`config.mk`:
```
export PLATFORM = sky130hd
export DESIGN_NAME = sqwave_gen
export DESIGN_NICKNAME = d
export VERILOG_FILES = /design/src/rtl/sqwave_gen.sv
export SDC_FILE = /design/constraint.sdc
export NUM_CORES = 1
export LEC_CHECK = 0
export CORE_ASPECT_RATIO = 0.5
export CORE_MARGIN = 2
export CORE_UTILIZATION = 40
export CTS_CLUSTER_DIAMETER = 40
export CTS_CLUSTER_SIZE = 40
export DETAILED_ROUTE_END_ITERATION = 8
export GPL_TIMING_DRIVEN = 0
export PLACE_DENSITY = 0.65
export SLEW_MARGIN = 20
export SYNTH_ARGS = -nofsm -noshare
export SYNTH_HDL_FRONTEND = slang
export SYNTH_SLANG_ARGS = --single-unit
```
`constraint.sdc`:
```
create_clock -name clk -period 24.1 [get_ports clk]
set_input_delay 4.82 -clock clk [delete_from_list [all_inputs] [get_ports clk]]
set_output_delay 4.82 -clock clk [all_outputs]
set_load 0.02 [all_outputs]
```
`src/rtl/sqwave_gen.sv`:
```
// Multi-channel square/PWM generator with 1-2-5 period stepping and phase-spaced outputs.
// Define SQWAVE_DUTY_EN to enable duty control; otherwise duty is fixed at 50 %.
module sqwave_gen #(
  parameter int unsigned WIDTH       = 32,
  parameter int unsigned CHANNELS    = 2,
  parameter int unsigned INIT_PERIOD = 100_000_000,
  parameter int unsigned INIT_MANT   = 0,
  parameter int unsigned MIN_PERIOD  = 10,
  parameter int unsigned MAX_PERIOD  = 1_000_000_000
) (
  input  logic                clk,
  input  logic                rst,
  input  logic                en_i,
  input  logic                freq_up_i,
  input  logic                freq_dn_i,
  input  logic                duty_up_i,
  input  logic                duty_dn_i,
  output logic [CHANNELS-1:0] wave_o,
  output logic [WIDTH-1:0]    period_o,
  output logic [1:0]          mant_o,
  output logic [3:0]          duty_o,
  output logic                limit_o
);

  localparam int unsigned XW = WIDTH + 3;

  typedef enum logic [1:0] {
    Mant1 = 2'd0,
    Mant2 = 2'd1,
    Mant5 = 2'd2
  } mant_e;

  localparam mant_e          InitMant = mant_e'(INIT_MANT[1:0]);
  localparam logic [WIDTH-1:0] InitP  = WIDTH'(INIT_PERIOD);
  localparam logic [WIDTH-1:0] InitH  = (INIT_PERIOD / 2 == 0) ? WIDTH'(1) :
                                        WIDTH'(INIT_PERIOD / 2);

  function automatic logic [WIDTH-1:0] calc_off(input logic [WIDTH-1:0] p,
                                                input int unsigned    k);
    logic [XW-1:0] prod;
    prod = XW'(p) * XW'(k);
    return WIDTH'(prod / XW'(CHANNELS));
  endfunction

  // Staged set
  logic [WIDTH-1:0] ps_q, ps_d;
  mant_e            mant_q, mant_d;
  logic             limit_q, limit_d;

  // Derived set: one-cycle registered snapshot of {P, H, OFF} from the staged values
  logic [WIDTH-1:0] dp_q, dp_d;
  logic [WIDTH-1:0] dh_q, dh_d;
  logic [WIDTH-1:0] doff_q [CHANNELS];
  logic [WIDTH-1:0] doff_d [CHANNELS];

  // Active set and counter
  logic [WIDTH-1:0]    p_q, p_d;
  logic [WIDTH-1:0]    h_q, h_d;
  logic [WIDTH-1:0]    off_q [CHANNELS];
  logic [WIDTH-1:0]    off_d [CHANNELS];
  logic [WIDTH-1:0]    cnt_q, cnt_d;
  logic [CHANNELS-1:0] wave_q, wave_d;

  // Period stepping
  logic [XW-1:0] ps_x, cand;
  mant_e         cand_mant;
  logic          step, reject;

  always_comb begin
    ps_x      = XW'(ps_q);
    cand      = ps_x;
    cand_mant = mant_q;
    step      = 1'b0;
    if (freq_up_i) begin
      step = 1'b1;
      unique case (mant_q)
        Mant1: begin cand = ps_x >> 1;             cand_mant = Mant5; end
        Mant5: begin cand = (ps_x << 1) / XW'(5);  cand_mant = Mant2; end
        Mant2: begin cand = ps_x >> 1;             cand_mant = Mant1; end
        default: step = 1'b0;
      endcase
    end else if (freq_dn_i) begin
      step = 1'b1;
      unique case (mant_q)
        Mant1: begin cand = ps_x << 1;                   cand_mant = Mant2; end
        Mant2: begin cand = ((ps_x << 2) + ps_x) >> 1;   cand_mant = Mant5; end
        Mant5: begin cand = ps_x << 1;                   cand_mant = Mant1; end
        default: step = 1'b0;
      endcase
    end
    reject  = step && ((cand < XW'(MIN_PERIOD)) || (cand > XW'(MAX_PERIOD)));
    limit_d = reject;
    ps_d    = ps_q;
    mant_d  = mant_q;
    if (step && !reject) begin
      ps_d   = cand[WIDTH-1:0];
      mant_d = cand_mant;
    end
  end

`ifdef SQWAVE_DUTY_EN
  logic [3:0]       ds_q, ds_d;
  logic [WIDTH+3:0] hprod, hq;

  always_comb begin
    ds_d = ds_q;
    if (duty_up_i) begin
      if (ds_q < 4'd9) ds_d = ds_q + 4'd1;
    end else if (duty_dn_i) begin
      if (ds_q > 4'd1) ds_d = ds_q - 4'd1;
    end
  end

  always_comb begin
    hprod = (WIDTH + 4)'(ps_q) * (WIDTH + 4)'(ds_q);
    hq    = hprod / (WIDTH + 4)'(10);
    dh_d  = (hq == '0) ? WIDTH'(1) : WIDTH'(hq);
  end

  assign duty_o = ds_q;
`else
  logic unused_duty;
  assign unused_duty = duty_up_i | duty_dn_i;

  always_comb begin
    dh_d = (ps_q[WIDTH-1:1] == '0) ? WIDTH'(1) : (ps_q >> 1);
  end

  assign duty_o = 4'd5;
`endif

  always_comb begin
    dp_d = ps_q;
    for (int unsigned k = 0; k < CHANNELS; k++) begin
      doff_d[k] = calc_off(ps_q, k);
    end
  end

  // While disabled the active set tracks the derived set so enabling starts fresh
  logic load;
  assign load = !en_i || (cnt_q == p_q - WIDTH'(1));

  always_comb begin
    p_d = p_q;
    h_d = h_q;
    for (int unsigned k = 0; k < CHANNELS; k++) begin
      off_d[k] = off_q[k];
    end
    if (load) begin
      p_d = dp_q;
      h_d = dh_q;
      for (int unsigned k = 0; k < CHANNELS; k++) begin
        off_d[k] = doff_q[k];
      end
    end
    cnt_d = (load) ? '0 : cnt_q + WIDTH'(1);
  end

  logic [WIDTH:0] diff;

  always_comb begin
    diff   = '0;
    wave_d = '0;
    for (int unsigned k = 0; k < CHANNELS; k++) begin
      if (cnt_q >= off_q[k]) begin
        diff = {1'b0, cnt_q} - {1'b0, off_q[k]};
      end else begin
        diff = {1'b0, cnt_q} + {1'b0, p_q} - {1'b0, off_q[k]};
      end
      wave_d[k] = en_i && (diff < {1'b0, h_q});
    end
  end

  always_ff @(posedge clk) begin
    if (rst) begin
      ps_q    <= InitP;
      mant_q  <= InitMant;
      limit_q <= 1'b0;
      dp_q    <= InitP;
      dh_q    <= InitH;
      p_q     <= InitP;
      h_q     <= InitH;
      cnt_q   <= '0;
      wave_q  <= '0;
      for (int unsigned k = 0; k < CHANNELS; k++) begin
        doff_q[k] <= calc_off(InitP, k);
        off_q[k]  <= calc_off(InitP, k);
      end
`ifdef SQWAVE_DUTY_EN
      ds_q    <= 4'd5;
`endif
    end else begin
      ps_q    <= ps_d;
      mant_q  <= mant_d;
      limit_q <= limit_d;
      dp_q    <= dp_d;
      dh_q    <= dh_d;
      p_q     <= p_d;
      h_q     <= h_d;
      cnt_q   <= cnt_d;
      wave_q  <= wave_d;
      for (int unsigned k = 0; k < CHANNELS; k++) begin
        doff_q[k] <= doff_d[k];
        off_q[k]  <= off_d[k];
      end
`ifdef SQWAVE_DUTY_EN
      ds_q    <= ds_d;
`endif
    end
  end

  assign wave_o   = wave_q;
  assign period_o = ps_q;
  assign mant_o   = mant_q;
  assign limit_o  = limit_q;

endmodule

```
# == Yosys cells after proc, flatten, opt, wreduce, memory -nomap -nowiden ==
# Memories as Yosys holds them, arrays and structs flattened.
# Index checks and enable logic that the tools add are counted.
# totals
ff_bits,197
ramBits,126
in_bits,7
elab_cells,74
mem_count,2
# classes
addsub,8
div,1
magnitude_cmp,6
n_eq_ne,3
mux,22
n_bitwise,4
n_reduce_logical,18
# memory_table
memory,depth,width,read_ports,rd_ports_with_merged_regs,write_ports,line_no,rtl
off_q,2,32,2,0,2,59,logic [WIDTH-1:0] off_q [CHANNELS];
doff_q,2,31,2,0,2,53,logic [WIDTH-1:0] doff_q [CHANNELS];
# ops
cell,count
$pmux 35 s2,1
$pmux 34 s2,1
$lt 33x32->1,2
$mux 33,2
$sub 32x32->33,2
$sub 33x32->33,2
$ge 32x32->1,2
$mux 32,2
$mux 64,1
$mux 31,2
$add 34x32->35,1
$div 33x3->35 const B,1
$gt 35x30->1 const B,1
$lt 35x4->1 const B,1
$mux 35,1
$mux 34,1
$add 32x32->33,1
$add 32x1->32 const B,1
$eq 32x32->1,1
$sub 32x1->32 const B,1
$logic_not 31->1,1
$mux 26,1
$pmux 2 s3,2
$reduce_or 2->1,4
other kinds (13),27

# == Depth between registers and ports, before layout ==
# logic_depth
ltp_word,11
ltp_mapped,56
depth_no_buf,54

# == Worst setup path before layout ==
# OpenSTA, ideal clock, no wires.
# synth_path
kind,register to register
start,register ps_q[28] (netlist: period_o[28])
end,register ps_q[27] (netlist: period_o[27])
t_arrival_ps,11696
required_ps,23977
path_slack_ps,12280
path_stages_with_launch,51
path_buffers,9
synth_period_minus_slack_ps,11820
cell_sequence,dfxtp_1 > buf_2 > buf_2 > buf_2 > nor3b_1 > o21ai_0 > a32o_2 > o21ai_2 > a311o_1 > o22a_1 > nor3_1 > nor2_1 > nand4_1 > mux2_4 > nor4_1 > a31oi_1 > a31o_1 > and3_2 > [15 not listed] > o22a_1 > o2111ai_1 > a21oi_1 > nand4bb_1 > clkbuf_1 > buf_2 > a21oi_1 > o221ai_1 > nand3_1 > xnor2_1 > ha_1 > nor3_1 > a2111oi_2 > a41o_1 > or4b_4 > a21boi_4 > buf_6 > mux2_1
# synth_via
elab_chain_cells,9
word_cells_on_any_way,12
# synth_lines
element,line_no,rtl
from (decl),46,"logic [WIDTH-1:0] ps_q, ps_d;"
from (signal assigned),176,ps_q <= InitP;
from (signal assigned),193,ps_q <= ps_d;
"parallel branches: the longest is 3 deep, another holds $div 33x3->35",n/a,
$mux 35 *,74,if (freq_up_i) begin
$lt 35x4->1 or $gt 35x30->1 (tied branches),91,reject = step && ((cand < XW'(MIN_PERIOD)) || (cand > XW'(MAX_PERIOD)));
$logic_or 1x1->1,91,
$logic_and 1x1->1,91,
$logic_not 1->1,95,if (step && !reject) begin
$logic_and 1x1->1,95,
# Mark *: on every way between the ends.
# A chain may end at the register's enable or synchronous reset.

# == Worst setup path after layout ==
# layout_path
start,register ps_q[31] (netlist: period_o[31])
end,register ps_q[28] (netlist: period_o[28])
# Same word-level chain as after synthesis.

==> impl_metrics.ini <==
[setup_path]
crit_type = reg -> reg
critPathArrivalTime_ns = 15.54
cp.required_ns = 24.45
critPathLaunchType = flip-flop
setup.worst_path.end_class = flip-flop
ff2ff_setup_slack_ns = 8.91
slowest_library_cell_on_the_worst_path = sky130_fd_sc_hd__o32ai_1
crit_path_max_incr_delay_ns = 0.86
crit_fanout = 10

[yosys]
synthDominantCellAreaShare_pct = 18.50
syn-instance-count = 2897
seq_area_frac_synth_pct = 18.50
netlist_top_cells_area = sky130_fd_sc_hd__dfxtp_1 (18%), sky130_fd_sc_hd__ha_1 (11%), sky130_fd_sc_hd__nor2_1 (6.4%), sky130_fd_sc_hd__a21oi_1 (5.9%), sky130_fd_sc_hd__xnor2_1 (5.4%)
ys.flop_type = sky130_fd_sc_hd__dfxtp_1
synth.cell_area_um2 = 21110
synth_edf_count = 0
yosys.cell_types.count = 115
ys_ff_latch = 195
syn_avg_cell_area_um2 = 7.286
ys_warn_count = 0
yosys_top_cell_by_area = sky130_fd_sc_hd__dfxtp_1
async_s_r_ff_share_synth_pct = 0

[routing]
dr.max_layer_used = met4
drt_pass1_iterations = 8
initialDrtViolationCount = 2277
antenna_left = 0
dr_wl_met2_mm = 30.38
post-route-drc-count = 0
met1_wire_length_mm = 32.80
vias = 22045
post_drt_wl_per_cell_um = 19.18
drt-total-wl_mm = 70.44
post_drt_via_cell_ratio = 6.002
wl_met3_mm = 5.496

[clock_tree]
root_buffer = sky130_fd_sc_hd__clkbuf_16
clk-insertion-delay-late_ns = 0.47
ctsHtreeMaxLevel = 4
numCtsBuffers = 17
cts_setup_buffers = 0
cts.path.max_buffers = 2
tritoncts_num_sinks = 195
cts_hold_buffers = 0
clk_transition_reported_paths_ns = 0.08
postCtsResizedCells = 0
cts_tree = built

[sta]
setup_repair_after_global_routing_missed_its_margin = false
worstMarginPinSlew_ns = 1.120
final.min_clock_period_ns = 15.19
slew_headroom_pct = 25.07
finalHoldViolations = 0
fin_ws_ns = 8.910
timing.fmax_mhz = 65.83
finalSetupTns_ns = 0
post-route-period-util_pct = 63.03
hold-worst-slack_ns = 0.4584
timing.final.setup_violations = 0
clock_skew_ns = 0.01433
timing_max_transition_violations_final = 0

[final_layout]
finalNetCount = 3162
flow.area_growth_from_synthesis_pct = 9.183
fillerInstances = 5262
share_of_final_layout_standard_cells_stronger_than_drive_strength_1_pct = 4.273
multiInputGateArea_um2 = 15660
ff_latch_area_um2 = 3904
antennaDiodeCount = 0

[placed_design]
gpl.final_weighted_congestion = 0.9654
dp_slack_ns = 9.486
io_buffers = 41
dp_hpwl_mm = 54.72

[floorplan]
fp.coreArea_um2 = 52040
height_of_the_die_um = 166.4
fp.dieW_um = 328.9
rows = 59
die_footprint_um2 = 54730
floorplan.initialDensity_pct = 40.56
io_pins = 48

[job]
cap_violations = 0

[global_route]
wire_length_of_the_first_global_routing_pass_mm = 111.1
grt_remaining_overflow = 0
antenna_found_initial = 0
grt_max_degree = 23
via_count_of_the_first_global_routing_pass = 20159
grt_util_all_layers_pct = 25.05

[hold_path]
worstHoldPathType = reg -> reg

[outcome]
status = completed
-- layout by cell type, fill, tap and decap left out, types with 29 or more instances in the layout --
| master | Yosys | routed |
|---|---|---|
| sky130_fd_sc_hd__nand4_1 | 41 | 41 |
| sky130_fd_sc_hd__a31oi_1 | 29 | 29 |
| sky130_fd_sc_hd__a221oi_1 | 48 | 48 |
| sky130_fd_sc_hd__nor2_1 | 358 | 358 |
| sky130_fd_sc_hd__inv_1 | 201 | 201 |
| sky130_fd_sc_hd__nor4_1 | 34 | 34 |
| sky130_fd_sc_hd__nand3_1 | 90 | 90 |
| sky130_fd_sc_hd__clkdlybuf4s50_1 | 0 | 41 |
| sky130_fd_sc_hd__dfxtp_1 | 195 | 195 |
| sky130_fd_sc_hd__a21oi_1 | 250 | 250 |
| sky130_fd_sc_hd__nor3_1 | 67 | 67 |
| sky130_fd_sc_hd__a21o_1 | 48 | 48 |
| sky130_fd_sc_hd__xnor2_1 | 130 | 130 |
| sky130_fd_sc_hd__o21ai_0 | 148 | 148 |
| sky130_fd_sc_hd__xor2_1 | 50 | 50 |
| sky130_fd_sc_hd__nor2b_1 | 45 | 45 |
| sky130_fd_sc_hd__clkbuf_1 | 131 | 131 |
| sky130_fd_sc_hd__nand2_1 | 192 | 192 |
| sky130_fd_sc_hd__nand2b_1 | 45 | 45 |
| sky130_fd_sc_hd__o211ai_1 | 48 | 48 |
| sky130_fd_sc_hd__o21bai_1 | 52 | 52 |
| sky130_fd_sc_hd__ha_1 | 192 | 192 |
-- layout make-up --
type                            instances  share of cell area [%]
Clock buffer                           17                   1.846
Timing Repair Buffer                   41                   1.781
Clock inverter                         15                  0.9447
Buffer                                175                   3.290
Multi-Input combinational cell       2319                   67.97
Sequential cell                       195                   16.94
Inverter                              210                   3.421
Tap cell                              701                   3.806
-- critical path: cells and delay by family, from the launching register on --
family | cells | cell delay [ns]
xor+xnor | 1 | 0.18
fa+ha+maj | 1 | 0.30
mux | 3 | 1.11
compound gates | 20 | 7.21
flops | 1 | 0.40
simple gates | 15 | 4.17
buf+inv | 7 | 1.71
-- per-stage QoR --
stage	cells	instance area [um^2]	utilization (%)
2_1_floorplan	2899	21110	-
4_1_cts	3673	23040	44.28
6_report	3673	23040	44.28
3_3_place_gp	3641	22400	43.04
5_1_grt	3673	23040	44.28
3_5_place_dp	3641	22400	43.04
-- per-layer routing --
| layer | up-vias | GRT usage (%) |
|---|---|---|
| met3 | 124 | 3.788 |
| met5 | - | 0 |
| met2 | 951 | 38.81 |
| met1 | 10345 | 35.71 |
| li1 | 10625 | - |
| met4 | 0 | 7.286 |
-- logic make-up after synthesis --
group | share of synthesized area (%)
AOI/OAI and AO/OA | 29.36
adders and majority gates | 11.86
other | 0.03558
DFF | 18.50
xor gates and xnor gates | 7.469
buffers and inverters | 7.327
and+or+nand+nor | 22.96
muxes | 2.496
-- Yosys cell counts, drive strengths merged (29+ instances only) --
cell    number
nor2       361
a21oi      251
inv        201
dfxtp      195
ha         192
nand2      192
o21ai      162
clkbuf     131
xnor2      130
nand3       90
nor3        68
a221oi      55
o21bai      52
xor2        50
a21o        48
o211ai      48
nor2b       46
nand2b      45
buf         44
nand4       41
nor4        35
mux2        32
a31oi       29
-- path summary, 6_finish.rpt --
kind / end / from / cells past startpoint
setup reg to reg: period_o[28] / period_o[31] / 47
hold / removal: h_q[24] / dh_q[24] / 2
setup / recovery: period_o[28] / period_o[31] / 47
hold reg to reg: h_q[24] / dh_q[24] / 2
-- state kept, by name, indices dropped and copies added, names as in the netlist --
signal	cells
h_q	31
off_q	1
dh_q	31
mant_o	2
wave_o	2
cnt_q	32
p_q	31
dp_q	32
period_o	32
limit_o	1
Power is not shown: default switching activity piles up to over one toggle a cycle in this logic, so the estimate is an artifact.
